===== src/rtl/mac_operand_loader.sv =====
// Operand loader for the dlfloat MAC: pairs consecutive input words into (A, B) and
// queues them in a small FIFO that feeds the MAC over a valid/ready handshake.
module mac_operand_loader #(
  parameter int unsigned DEPTH = 4,
  parameter int unsigned W     = 16
) (
  input  logic                         clk,
  input  logic                         rst,
  input  logic [W-1:0]                 data_in,
  input  logic                         in_valid,
  output logic                         in_ready,
  input  logic                         flush,
  output logic [W-1:0]                 op_a,
  output logic [W-1:0]                 op_b,
  output logic                         op_valid,
  input  logic                         op_ready,
  output logic [$clog2(DEPTH+1)-1:0]   count,
  output logic [15:0]                  pair_count,
  output logic                         drop_err
);

  localparam int unsigned PtrW = $clog2(DEPTH);
  localparam int unsigned CntW = $clog2(DEPTH + 1);
  localparam logic [CntW-1:0] DepthCnt = CntW'(DEPTH);

  typedef enum logic {StGetA, StGetB} state_e;

  state_e          state_q, state_d;
  logic [W-1:0]    stage_q, stage_d;
  logic [PtrW-1:0] wr_ptr_q, wr_ptr_d;
  logic [PtrW-1:0] rd_ptr_q, rd_ptr_d;
  logic [CntW-1:0] count_q, count_d;
  logic [15:0]     pair_count_q, pair_count_d;
  logic            drop_q, drop_d;

  logic [W-1:0]    mem_a [DEPTH];
  logic [W-1:0]    mem_b [DEPTH];

  logic accept, push, pop;

  // in_ready depends on registered state only, so upstream sees no combinational path.
  assign in_ready   = (state_q == StGetA) || (count_q < DepthCnt);
  assign op_valid   = (count_q != '0);
  assign op_a       = op_valid ? mem_a[rd_ptr_q] : '0;
  assign op_b       = op_valid ? mem_b[rd_ptr_q] : '0;
  assign count      = count_q;
  assign pair_count = pair_count_q;
  assign drop_err   = drop_q;

  assign accept = in_valid && in_ready && !flush;
  assign push   = accept && (state_q == StGetB);
  assign pop    = op_valid && op_ready && !flush;

  always_comb begin
    state_d      = state_q;
    stage_d      = stage_q;
    wr_ptr_d     = wr_ptr_q;
    rd_ptr_d     = rd_ptr_q;
    count_d      = count_q;
    pair_count_d = pair_count_q;
    drop_d       = drop_q;

    if (flush) begin
      state_d      = StGetA;
      stage_d      = '0;
      wr_ptr_d     = '0;
      rd_ptr_d     = '0;
      count_d      = '0;
      pair_count_d = '0;
      drop_d       = 1'b0;
    end else begin
      if (accept) begin
        if (state_q == StGetA) begin
          stage_d = data_in;
          state_d = StGetB;
        end else begin
          state_d = StGetA;
        end
      end
      if (push) wr_ptr_d = wr_ptr_q + PtrW'(1);
      if (pop) begin
        rd_ptr_d     = rd_ptr_q + PtrW'(1);
        pair_count_d = pair_count_q + 16'd1;
      end
      unique case ({push, pop})
        2'b10:   count_d = count_q + CntW'(1);
        2'b01:   count_d = count_q - CntW'(1);
        default: count_d = count_q;
      endcase
      if (in_valid && !in_ready) drop_d = 1'b1;
    end
  end

  always_ff @(posedge clk or negedge rst) begin
    if (!rst) begin
      state_q      <= StGetA;
      stage_q      <= '0;
      wr_ptr_q     <= '0;
      rd_ptr_q     <= '0;
      count_q      <= '0;
      pair_count_q <= '0;
      drop_q       <= 1'b0;
    end else begin
      state_q      <= state_d;
      stage_q      <= stage_d;
      wr_ptr_q     <= wr_ptr_d;
      rd_ptr_q     <= rd_ptr_d;
      count_q      <= count_d;
      pair_count_q <= pair_count_d;
      drop_q       <= drop_d;
    end
  end

  // Storage needs no reset: entries are only visible while count is non-zero.
  always_ff @(posedge clk) begin
    if (push) begin
      mem_a[wr_ptr_q] <= stage_q;
      mem_b[wr_ptr_q] <= data_in;
    end
  end

endmodule


===== config.mk =====
export PLATFORM = sky130hd
export DESIGN_NAME = mac_operand_loader
export DESIGN_NICKNAME = d
export VERILOG_FILES = /design/src/rtl/mac_operand_loader.sv
export SDC_FILE = /design/constraint.sdc
export NUM_CORES = 1
export LEC_CHECK = 0
export BUFFER_PORTS_ARGS = -buffer_cell sky130_fd_sc_hd__buf_2
export CAP_MARGIN = 5
export CORE_ASPECT_RATIO = 0.7
export CORE_UTILIZATION = 50
export DETAILED_ROUTE_END_ITERATION = 6
export PLACE_DENSITY_LB_ADDON = 0.12
export SYNTH_ARGS = -nofsm -noshare
export SYNTH_HDL_FRONTEND = slang
export SYNTH_SLANG_ARGS = --single-unit

===== constraint.sdc =====
create_clock -name clk -period 3.2 [get_ports clk]
set_clock_uncertainty 0.1 [all_clocks]
set_input_delay 0.64 -clock clk [delete_from_list [all_inputs] [get_ports clk]]
set_output_delay 0.64 -clock clk [all_outputs]
set_load 0.01 [all_outputs]

==> reports/metrics.csv, run 1 <==
stage,metric,value,unit
die,die_x,141,um
routing,route.antenna.remaining_nets,0,
timing,worst_pin_slew,0.838,ns
pwr,ir_worst_vdd,0.497,mV
critical_path,cp_top_family,flip-flops,
die,die_h,99.4,um
global_routing,number_of_antenna_violations_at_the_first_check_in_global_routing,0,
pwr,sum_of_internal_switching_and_leakage_power,0.00562,W
clock_tree,cts_num_sinks,169,
synth,synth.top_cells.by_count,"sky130_fd_sc_hd__edfxtp_1 (128), sky130_fd_sc_hd__nand2_1 (49), sky130_fd_sc_hd__dfrtp_1 (41)",
timing,setup_tns,0,ns
die,initial_utilization,51.4,%
critical_path,timing.setup.critical_path_class,reg2out,
synth,synth_seq_cells,169,
place,place.gp.congestion,0.731,
clock_tree,cts_resized,0,
routing,drt_first_pass_iters,4,
synth,avgSynthCellArea,16.2,um2
critical_path,crit_chain,buf_12 -> mux4_2 -> and2_1 -> buf_2,
routing,route.detailed.vias_per_inst,5.40,
timing,final.period_utilization,90.1,%
place,placed_cell_area,0.00738,mm2
critical_path,slowest_delay,0.60,ns
synth,synth_top_area_share,56.7,%
critical_path,end_kind,primary output,
synth,synth.top_cells.by_area,"sky130_fd_sc_hd__edfxtp_1 (57%), sky130_fd_sc_hd__dfrtp_1 (15%), sky130_fd_sc_hd__mux4_2 (11%)",
clock_tree,clk_root_buffer_cell,sky130_fd_sc_hd__clkbuf_16,
routing,drc,0,
synth,most_numerous_cell_in_the_yosys_netlist,sky130_fd_sc_hd__edfxtp_1,
layout,filler_cell_count,998,
die,design.portCount,75,
timing,max_freq,347,MHz
routing,route.final.wire_length,13100,um
pwr,power_density,707,mW/mm2
place,port_buffers,74,
layout,drive_above_1_share,30.2,%
synth,yosys.area_share.simple,9.90,%
global_routing,grt_max_degree,35,
die,floorplan.die_area,0.0140,mm2
synth,syn-num-nets,444,
outcome,status,"complete, no violations",
critical_path,cp.arrival,2.14,ns
clock_tree,numCtsBuffers,17,
synth,number_of_distinct_library_cell_variants_in_the_gate_level_netlist_after_synthesis,33,
synth,syn_area,0.00678,mm2
layout,antennaDiodeCount,0,
clock_tree,cts_tree,built,
layout,final_core_utilization,60.4,%
timing,unrepaired_setup_endpoints_after_global_routing,false,
clock_tree,cts_htree_levels,4,
global_routing,grtUsageTotal,20.3,%
critical_path,start_point_of_the_critical_path,rd_ptr_q[0]$_DFFE_PN0P_,
die,design.core.area,0.0132,mm2
routing,initialDrtViolationCount,259,
critical_path,critical_path.slowest_cell,sky130_fd_sc_hd__dfrtp_2,
clock_tree,holdBufCountCts,0,
critical_path,crit-reg2reg-launch,count[2]$_DFFE_PN0P_,
clock_tree,clock_latency,0.42,ns
layout,layout.nets,524,
critical_path,timing.critical_path.from_type,flip-flop,
clock_tree,cts_post_setup_buffers_inserted,0,
synth,proportion_of_synthesized_chip_area_in_sequential_cells,71.9,%
synth,yosys.area.top_type,sky130_fd_sc_hd__edfxtp_1,
routing,drt-wirelength-per-cell,18.8,um
global_routing,grt_pass1_wl,20400,um
place,detailed_place_hpwl,7830,um
critical_path,timing.critical_path.fanout_max,17,
critical_path,timing.critical_path.required,2.46,ns
flow_run,max-cap-violations,0,
clock_tree,clkSlewWorstSetupHoldPaths,0.07,ns
synth,synthCells,417,
synth,synth_top_family_by_area,multiplexers,
routing,num_vias,3755,
clock_tree,clk_path_buf_depth,2,
die,floorplan.rows,35,
timing,maxSlewHeadroom,44.2,%
synth,synth_enable_flop_cells,128,
synth,synth_flop_cell,sky130_fd_sc_hd__edfxtp_1,
critical_path,count_of_buffering_cells_on_the_critical_path_with_inverters_included,2,
pwr,cellLeakagePower,2.95,nW
timing,finalHoldViolCount,0,
layout,postLayoutCellArea,0.00796,mm2
timing,drv_slew,0,
synth,asyncSetResetFlopFracSynth,24.3,%
synth,synth_xor_xnor_area_share,1.81,%
min_path,holdCritPathClass,in2async,
synth,muxShareOfSynthArea,10.8,%
synth,synthesis.yosys.warnings,0,
synth,synth_compound_area_share,2.81,%
global_routing,number_of_global_route_vias_before_repair,3670,
global_routing,grt.overflow.total,0,
synth,synth-adder-area-share,1.22,%
timing,final_critical_path_required_period,2.88,ns
layout,areaGrowthSynthToFinish,17.5,%
timing,setup_violations_final,0,
## placed cells by master (no fill, tap or decap), types with 3 or more instances in the layout
cell / Yosys / layout
sky130_fd_sc_hd__xor2_1: 4 / 4
sky130_fd_sc_hd__a21oi_1: 25 / 25
sky130_fd_sc_hd__buf_2: 6 / 74
sky130_fd_sc_hd__clkinvlp_4: 0 / 4
sky130_fd_sc_hd__nand2_1: 49 / 49
sky130_fd_sc_hd__and2_1: 36 / 36
sky130_fd_sc_hd__a31oi_1: 3 / 3
sky130_fd_sc_hd__edfxtp_1: 128 / 128
sky130_fd_sc_hd__xnor2_1: 10 / 10
sky130_fd_sc_hd__inv_1: 3 / 3
sky130_fd_sc_hd__clkinv_4: 0 / 3
sky130_fd_sc_hd__o21ai_0: 6 / 6
sky130_fd_sc_hd__buf_4: 0 / 10
sky130_fd_sc_hd__ha_1: 5 / 5
sky130_fd_sc_hd__dfrtp_1: 41 / 40
sky130_fd_sc_hd__nand3_1: 3 / 3
sky130_fd_sc_hd__nor3_1: 5 / 5
sky130_fd_sc_hd__mux4_2: 32 / 32
sky130_fd_sc_hd__nor2_1: 21 / 21
sky130_fd_sc_hd__clkbuf_16: 0 / 17
sky130_fd_sc_hd__nor4_1: 3 / 3
## sequential cells by signal, summed over array words and instances (netlist names)
name	flops
pair_count	16
rd_ptr_q	2
wr_ptr_q	2
drop_err	1
count	3
state_q	1
mem_a	64
stage_q	16
mem_b	64
## stage by stage
step                      std cells  hold slack [ns]  setup WS, ns
after global placement          663            0.390         0.570
after global routing            695           0.0898         0.165
after detailed placement        663            0.398         0.444
final                           695           0.0584         0.317
after floorplan                 417            0.244         0.892
after CTS                       695           0.0665         0.147
## power by group
group / switching [W] / total [W] / internal, W
Clock: 0.000834 / 0.00198 / 0.00115
Combinational: 0.000578 / 0.00112 / 0.000543
Sequential: 0.0000921 / 0.00252 / 0.00243
## layout make-up
| class | count | area (um2) | share of cell area [%] |
|---|---|---|---|
| flip-flops and latches | 169 | 4870 | 61.2 |
| multi-input cells | 221 | 1800 | 22.7 |
| repair buffers | 85 | 465 | 5.85 |
| clock buffers | 18 | 429 | 5.39 |
| well taps | 185 | 231 | 2.91 |
| clock inverters | 14 | 148 | 1.86 |
| inverters | 3 | 11.3 | 0.141 |
## per-layer routing
layer  vias up  track usage (%)  wire length (um)
li1       1722                -                 -
met1      1921             28.8              6210
met2        97             30.9              6020
met3        15             5.78               744
met4         0             6.35               121
met5         -                0                 0
## path summary, 6_finish.rpt
path	endpoint	slack [ns]	depth (start not counted)
max	op_b[10]	0.32	4
min	pair_count[4]$_DFFE_PN0P_	0.06	1
max reg2reg	count[2]$_DFFE_PN0P_	0.79	7
min reg2reg	drop_err$_DFFE_PN0P_	0.41	2
max in group asynchronous	stage_q[15]$_DFFE_PN0P_	2.23	2
min in group clk	mem_b[3][10]$_DFFE_PP_	0.34	1
## logic make-up after synthesis
logic type                 after synthesis
and+or+nand+nor                        132
adders and majority gates                6
AOI/OAI and AO/OA                       36
xor gates and xnor gates                14
DFF                                    169
buffers and inverters                   27
muxes                                   33
(Power assumes the default switching activity.)
==> inputs of run 2 (changes only) <==
==> constraint.sdc (replaced) <==
create_clock -name clk -period 3.2 [get_ports clk]
set_clock_uncertainty 0.1 [all_clocks]
set_input_delay 0.16 -clock clk [delete_from_list [all_inputs] [get_ports clk]]
set_output_delay 0.16 -clock clk [all_outputs]
set_load 0.01 [all_outputs]
==> reports/metrics.csv, run 2 (synthesized netlist as in run 1, its figures left out) <==
stage,metric,value,unit,change
die,die_x,141,um,unchanged
clock_tree,cts_htree_levels,4,,unchanged
pwr,p_clk_share,33.7,%,was 35.3%
pwr,combinational_fraction_of_design_power,20.5,%,was 19.9%
clock_tree,clk_path_buf_depth,2,,unchanged
min_path,holdCritPathClass,in2reg,,was in2async
routing,initialDrtViolationCount,284,,was 259
routing,drt_first_pass_iters,4,,unchanged
die,die_h,99.4,um,unchanged
flow_run,max-cap-violations,0,,unchanged
routing,route.antenna.remaining_nets,0,,unchanged
clock_tree,cts_resized,0,,unchanged
timing,whs,0.0638,ns,was 0.0584 ns
pwr,cell_internal_pwr,0.00407,W,was 0.00412 W
global_routing,grt_max_degree,42,,was 35
critical_path,timing.critical_path.from_type,flip-flop,,unchanged
pwr,ir_worst_vdd,0.415,mV,was 0.497 mV
place,placed_cell_area,0.00738,mm2,unchanged
pwr,switch_pwr,0.00146,W,was 0.00150 W
critical_path,slowest_delay,0.87,ns,was 0.60 ns
pwr,power.sequential.fraction,45.8,%,was 44.8%
die,initial_utilization,51.4,%,unchanged
clock_tree,clkSlewWorstSetupHoldPaths,0.06,ns,was 0.07 ns
die,floorplan.rows,35,,unchanged
timing,setup_tns,0,ns,unchanged
layout,layout_common_cells,"sky130_fd_sc_hd__edfxtp_1 (128), sky130_fd_sc_hd__buf_2 (74), sky130_fd_sc_hd__nand2_1 (49)",,unchanged
global_routing,grtUsageTotal,21.1,%,was 20.3%
place,port_buffers,74,,unchanged
outcome,status,"complete, no violations",,unchanged
global_routing,grt_pass1_wl,21300,um,"was 20,400 um"
critical_path,timing.setup.critical_path_class,reg2out,,unchanged
critical_path,crit_chain,or3_1 -> and2_1 -> buf_2,,was buf_12 -> mux4_2 -> and2_1 -> buf_2
critical_path,timing.critical_path.required,2.94,ns,was 2.46 ns
layout,layout.nets,542,,was 524
critical_path,cp.arrival,2.28,ns,was 2.14 ns
clock_tree,cts_post_setup_buffers_inserted,0,,unchanged
routing,route.detailed.vias_per_inst,5.34,,was 5.40
global_routing,number_of_antenna_violations_at_the_first_check_in_global_routing,0,,unchanged
layout,postLayoutCellArea,0.00809,mm2,was 0.00796 mm2
place,place.gp.congestion,0.707,,was 0.731
clock_tree,holdBufCountCts,18,,was 0
layout,antennaDiodeCount,0,,unchanged
timing,maxSlewHeadroom,29.1,%,was 44.2%
layout,multi_input_comb_area,0.00180,mm2,about the same
die,floorplan.die_area,0.0140,mm2,unchanged
routing,drt-wirelength-per-cell,18.7,um,was 18.8 um
timing,setup_violations_final,0,,unchanged
timing,worst_pin_slew,1.06,ns,was 0.838 ns
timing,max_freq,394,MHz,was 347 MHz
clock_tree,clk_root_buffer_cell,sky130_fd_sc_hd__clkbuf_16,,unchanged
layout,areaGrowthSynthToFinish,19.4,%,was 17.5%
pwr,swShare,26.4,%,was 26.7%
clock_tree,clock_latency,0.42,ns,about the same
global_routing,number_of_global_route_vias_before_repair,3842,,"was 3,670"
clock_tree,cts_tree,built,,unchanged
layout,drive_above_1_share,28.2,%,was 30.2%
timing,final.period_utilization,79.4,%,was 90.1%
place,detailed_place_hpwl,7930,um,was 7830 um
routing,drc,0,,unchanged
global_routing,grt.overflow.total,0,,unchanged
place,placed_cells,663,,unchanged
critical_path,end_kind,primary output,,unchanged
routing,num_vias,3809,,"was 3,755"
routing,route.final.wire_length,13300,um,"was 13,100 um"
clock_tree,numCtsBuffers,17,,unchanged
timing,finalHoldViolCount,0,,unchanged
timing,final_critical_path_required_period,2.54,ns,was 2.88 ns
pwr,power_density,683,mW/mm2,was 707 mW/mm2
critical_path,rrSetupSlack,1.09,ns,was 0.79 ns
timing,drv_slew,0,,unchanged
critical_path,timing.critical_path.fanout_max,34,,was 17
layout,regArea,0.00487,mm2,unchanged
layout,reg.largest.list,"mem_a x64, mem_b x64",,unchanged
layout,filler_cell_count,991,,was 998
die,design.portCount,75,,unchanged
pwr,cellLeakagePower,3.01,nW,was 2.95 nW
layout,final_common_cell,sky130_fd_sc_hd__edfxtp_1,,unchanged
clock_tree,cts_num_sinks,169,,unchanged
timing,unrepaired_setup_endpoints_after_global_routing,false,,unchanged
critical_path,critical_path.slowest_cell,sky130_fd_sc_hd__or3_1,,was sky130_fd_sc_hd__dfrtp_2
layout,layout.cells.non_filler,713,,was 695
die,design.core.area,0.0132,mm2,unchanged
pwr,sum_of_internal_switching_and_leakage_power,0.00553,W,was 0.00562 W
[run 2: cell types whose count changed in the layout (fill, tap and decap cells not counted), sizes merged]
cell	change
dlygate4sd3	+18
clkinvlp	-1
inv	-2
clkbuf	+4
bufinv	-1
[run 2: per-stage QoR]
stage,setup slack (ns),util (%)
finish,0.660,61.4
global placement,1.13,56.0
CTS,0.611,61.4
floorplan,0.892,-
global route,0.510,61.4
detailed placement,1.07,56.0
[run 2: final cells by class]
class | count | area share [%]
Clock buffer | 22 | 5.61
Clock inverter | 10 | 1.01
Inverter | 3 | 0.139
Multi-Input combinational cell | 221 | 22.2
Sequential cell | 169 | 60.2
Tap cell | 185 | 2.86
Timing Repair Buffer | 103 | 7.98
[run 2: metal layers]
metal	up-vias	wire, um	global-route usage, %	part of all wire, %
met5	-	0	0	0
met4	0	138	6.02	1.0
met3	12	766	5.20	5.8
met2	102	5930	31.0	44
met1	1945	6490	31.7	49
li1	1750	-	-	-
[run 2: path summary, 6_finish.rpt]
kind                                      startpoint                        end  depth (start not counted)
worst max-delay path            count[2]$_DFFE_PN0P_                   op_b[10]                          3
worst min-delay path                        op_ready       count[2]$_DFFE_PN0P_                          4
worst max register to register  count[2]$_DFFE_PN0P_      mem_a[3][4]$_DFFE_PP_                          4
worst min register to register  drop_err$_DFFE_PN0P_       drop_err$_DFFE_PN0P_                          2
max in group asynchronous                        rst    rd_ptr_q[0]$_DFFE_PN0P_                          2
min in group asynchronous                        rst  pair_count[5]$_DFFE_PN0P_                          2
[run 2: critical path: cells and delay by family (launching register included)]
family / cells / cell delay [ns]
buffers and inverters: 1 / 0.16
flip-flops: 1 / 0.51
AND/OR/NAND/NOR: 2 / 1.20
[run 2: power groups by stage]
| stage | registers [W] | logic (W) | clock network (W) |
|---|---|---|---|
| finish | 0.00253 | 0.00113 | 0.00186 |
| global route | 0.00255 | 0.00124 | 0.00199 |
| CTS | 0.00253 | 0.00116 | 0.00191 |
| detailed placement | 0.00258 | 0.00114 | 0 |
| global placement | 0.00257 | 0.00112 | 0 |
| floorplan | 0.00252 | 0.000778 | 0 |
==> inputs of run 3 (changes only) <==
- ABC_AREA: unset -> 1
- clock period: 3.2 -> 2.5 ns (I/O delays scaled with it)
==> reports/metrics.csv, run 3 <==
stage,metric,value,unit,change
clock_tree,numCtsBuffers,17,,unchanged
timing,final.period_utilization,88.0,%,
routing,route.final.wire_length,16000,um,"was 13,300 um"
timing,unrepaired_setup_endpoints_after_global_routing,false,,unchanged
clock_tree,cts_num_sinks,169,,unchanged
synth,synth.top_cells.by_area,"sky130_fd_sc_hd__edfxtp_1 (54%), sky130_fd_sc_hd__dfrtp_1 (14%), sky130_fd_sc_hd__nor2_1 (8.0%)",,"was sky130_fd_sc_hd__edfxtp_1 (57%), sky130_fd_sc_hd__dfrtp_1 (15%), sky130_fd_sc_hd__mux4_2 (11%)"
place,post-place-ws,0.461,ns,was 1.07 ns
layout,antennaDiodeCount,0,,unchanged
synth,asyncSetResetFlopFracSynth,24.3,%,unchanged
critical_path,crit-reg2reg-launch,count[2]$_DFFE_PN0P_,,unchanged
layout,final_common_cell,sky130_fd_sc_hd__nor2_1,,was sky130_fd_sc_hd__edfxtp_1
routing,drc,1,,was 0
timing,max_freq,454,MHz,
layout,filler_cell_count,1118,,was 991
layout,areaGrowthSynthToFinish,20.1,%,was 19.4%
place,place.gp.congestion,0.848,,was 0.707
place,port_buffers,74,,unchanged
timing,drv_slew,0,,unchanged
layout,drive_above_1_share,18.6,%,was 28.2%
routing,drt-wirelength-per-cell,16.5,um,was 18.7 um
critical_path,timing.critical_path.from_type,flip-flop,,unchanged
timing,layout_setup_ws,0.299,ns,was 0.660 ns
global_routing,grt_max_degree,66,,was 42
die,floorplan.die_area,0.0148,mm2,was 0.0140 mm2
clock_tree,clk_root_buffer_cell,sky130_fd_sc_hd__clkbuf_16,,unchanged
timing,maxSlewHeadroom,59.5,%,was 29.1%
place,placed_cell_area,0.00778,mm2,was 0.00738 mm2
place,placed_cells,912,,was 663
routing,route.detailed.vias_per_inst,5.19,,was 5.34
layout,layout.nets,789,,was 542
clock_tree,cts_post_setup_buffers_inserted,0,,unchanged
synth,proportion_of_synthesized_chip_area_in_sequential_cells,68.2,%,was 71.9%
synth,syn_area,0.00714,mm2,was 0.00678 mm2
critical_path,end_kind,primary output,,unchanged
routing,drt_first_pass_iters,7,,was 4
timing,setup_violations_final,0,,unchanged
routing,num_vias,5012,,"was 3,809"
synth,synth_flop_cell,sky130_fd_sc_hd__edfxtp_1,,unchanged
die,initial_utilization,51.3,%,was 51.4%
clock_tree,holdBufCountCts,21,,was 18
global_routing,grt_pass1_wl,25200,um,"was 21,300 um"
critical_path,timing.setup.critical_path_class,reg2out,,unchanged
layout,multi_input_comb_area,0.00195,mm2,was 0.00180 mm2
synth,number_of_distinct_library_cell_variants_in_the_gate_level_netlist_after_synthesis,28,,was 33
critical_path,reg2regPathDepth,10,,was 4
die,design.core.area,0.0139,mm2,was 0.0132 mm2
pwr,power_density,887,mW/mm2,was 683 mW/mm2
outcome,status,"complete, but fails checks",,"was complete, no violations"
critical_path,timing.critical_path.required,2.28,ns,was 2.94 ns
pwr,cellLeakagePower,3.42,nW,was 3.01 nW
synth,synth.top_cells.by_count,"sky130_fd_sc_hd__nor2_1 (152), sky130_fd_sc_hd__edfxtp_1 (128), sky130_fd_sc_hd__o21ai_0 (78)",,"was sky130_fd_sc_hd__edfxtp_1 (128), sky130_fd_sc_hd__nand2_1 (49), sky130_fd_sc_hd__dfrtp_1 (41)"
pwr,ir_worst_vdd,0.704,mV,was 0.415 mV
die,die_h,102,um,was 99.4 um
die,design.portCount,75,,unchanged
critical_path,cp.arrival,1.98,ns,was 2.28 ns
synth,synthCells,665,,was 417
layout,layout.cells.non_filler,965,,was 713
layout,postLayoutCellArea,0.00858,mm2,was 0.00809 mm2
synth,yosys.area.top_type,sky130_fd_sc_hd__edfxtp_1,,unchanged
clock_tree,clock_latency,0.42,ns,about the same
timing,worst_pin_slew,0.607,ns,was 1.06 ns
synth,synthesis.yosys.warnings,0,,unchanged
outcome,violated_checks,design-rule violations,,
routing,initialDrtViolationCount,344,,was 284
flow_run,max-cap-violations,0,,unchanged
clock_tree,clkSlewWorstSetupHoldPaths,0.06,ns,about the same
routing,route.antenna.remaining_nets,0,,unchanged
layout,reg.largest.list,"mem_a x64, mem_b x64",,unchanged
synth,synth_seq_cells,169,,unchanged
min_path,holdCritPathClass,in2async,,was in2reg
critical_path,start_point_of_the_critical_path,count[2]$_DFFE_PN0P_,,unchanged
place,detailed_place_hpwl,9300,um,was 7930 um
synth,avgSynthCellArea,10.7,um2,was 16.2 um2
clock_tree,cts_htree_levels,4,,unchanged
critical_path,rrSetupSlack,0.44,ns,was 1.09 ns
pwr,sum_of_internal_switching_and_leakage_power,0.00761,W,was 0.00553 W
die,floorplan.rows,36,,was 35
critical_path,r2r_end,count[2]$_DFFE_PN0P_,,was mem_a[3][4]$_DFFE_PP_
synth,most_numerous_cell_in_the_yosys_netlist,sky130_fd_sc_hd__nor2_1,,was sky130_fd_sc_hd__edfxtp_1
clock_tree,cts_resized,0,,unchanged
global_routing,grtUsageTotal,23.3,%,was 21.1%
clock_tree,clk_path_buf_depth,2,,unchanged
layout,layout_common_cells,"sky130_fd_sc_hd__nor2_1 (148), sky130_fd_sc_hd__edfxtp_1 (128), sky130_fd_sc_hd__o21ai_0 (78)",,"was sky130_fd_sc_hd__edfxtp_1 (128), sky130_fd_sc_hd__buf_2 (74), sky130_fd_sc_hd__nand2_1 (49)"
critical_path,timing.critical_path.fanout_max,32,,was 34
layout,final_core_utilization,61.6,%,was 61.4%
synth,synth_top_area_share,53.8,%,was 56.7%
clock_tree,cts_tree,built,,unchanged
synth,synth_enable_flop_cells,128,,unchanged
global_routing,number_of_antenna_violations_at_the_first_check_in_global_routing,0,,unchanged
timing,finalHoldViolCount,0,,unchanged
global_routing,number_of_global_route_vias_before_repair,4795,,"was 3,842"
timing,final_critical_path_required_period,2.20,ns,
die,die_x,145,um,was 141 um
synth,syn-num-nets,692,,was 444
global_routing,grt.overflow.total,0,,unchanged
layout,regArea,0.00487,mm2,unchanged
-- run 3: cell types whose count changed in the layout (fill, tap and decap cells not counted), sizes merged, moves of 9 or more --
cell   change
nor2     +134
a21oi     +13
xnor2     -10
nand4      +9
and2      -36
nand2     +25
mux4      -32
nand3     +25
o21ai     +85
inv       +47
-- run 3: worst max path at each step --
stage | slack [ns] | to
2_1_floorplan | -0.15 | mem_a[0][0]$_DFFE_PP_
3_3_place_gp | 0.54 | count[2]$_DFFE_PN0P_
3_5_place_dp | 0.46 | count[2]$_DFFE_PN0P_
4_1_cts | 0.27 | op_a[10]
5_1_grt | 0.19 | op_a[10]
6_report | 0.30 | op_a[15]
-- run 3: metrics by stage --
step	hold WS [ns]	TNS [ns]
floorplan	-0.271	-19.20
global placement	-0.0595	0
detailed placement	-0.0521	0
CTS	0.0283	0
global route	0.0507	0
finish	0.0361	0
-- run 3: logic make-up after synthesis --
| group | after synthesis | synth area share (%) |
|---|---|---|
| xor+xnor | 2 | 0.245 |
| fa+ha+maj | 6 | 1.16 |
| buf+inv | 81 | 4.66 |
| simple gates | 273 | 16.0 |
| flops | 169 | 68.2 |
| compound gates | 134 | 9.78 |
-- run 3: critical path: stages (launching register included) --
cell	delay (ns)
sky130_fd_sc_hd__dfrtp_1	0.45
sky130_fd_sc_hd__nor2_2	0.19
sky130_fd_sc_hd__nand2_2	0.12
sky130_fd_sc_hd__inv_1	0.07
sky130_fd_sc_hd__buf_4	0.39
sky130_fd_sc_hd__a21oi_1	0.16
sky130_fd_sc_hd__buf_2	0.18
-- run 3: power by group --
group	leakage (nW)	switching [W]	internal [W]
clock network	0.275	0.00104	0.00152
logic	1.43	0.00121	0.000605
registers	1.71	0.0000878	0.00314
total	3.42	0.00234	0.00526
-- run 3: cell type report --
type	count	area share, %
Inverter	50	2.19
Clock inverter	11	1.43
Multi-Input combinational cell	415	22.7
Tap cell	190	2.77
Sequential cell	169	56.8
Clock buffer	21	5.37
Timing Repair Buffer	109	8.72
-- run 3: routing by layer --
layer	part of all wire [%]	track usage (%)	wire, um	vias to the layer above
li1	-	-	-	2456
met1	47	33.6	7560	2403
met2	45	35.8	7250	145
met3	6.7	5.86	1060	8
met4	0.50	5.51	80	0
met5	0	0	0	-
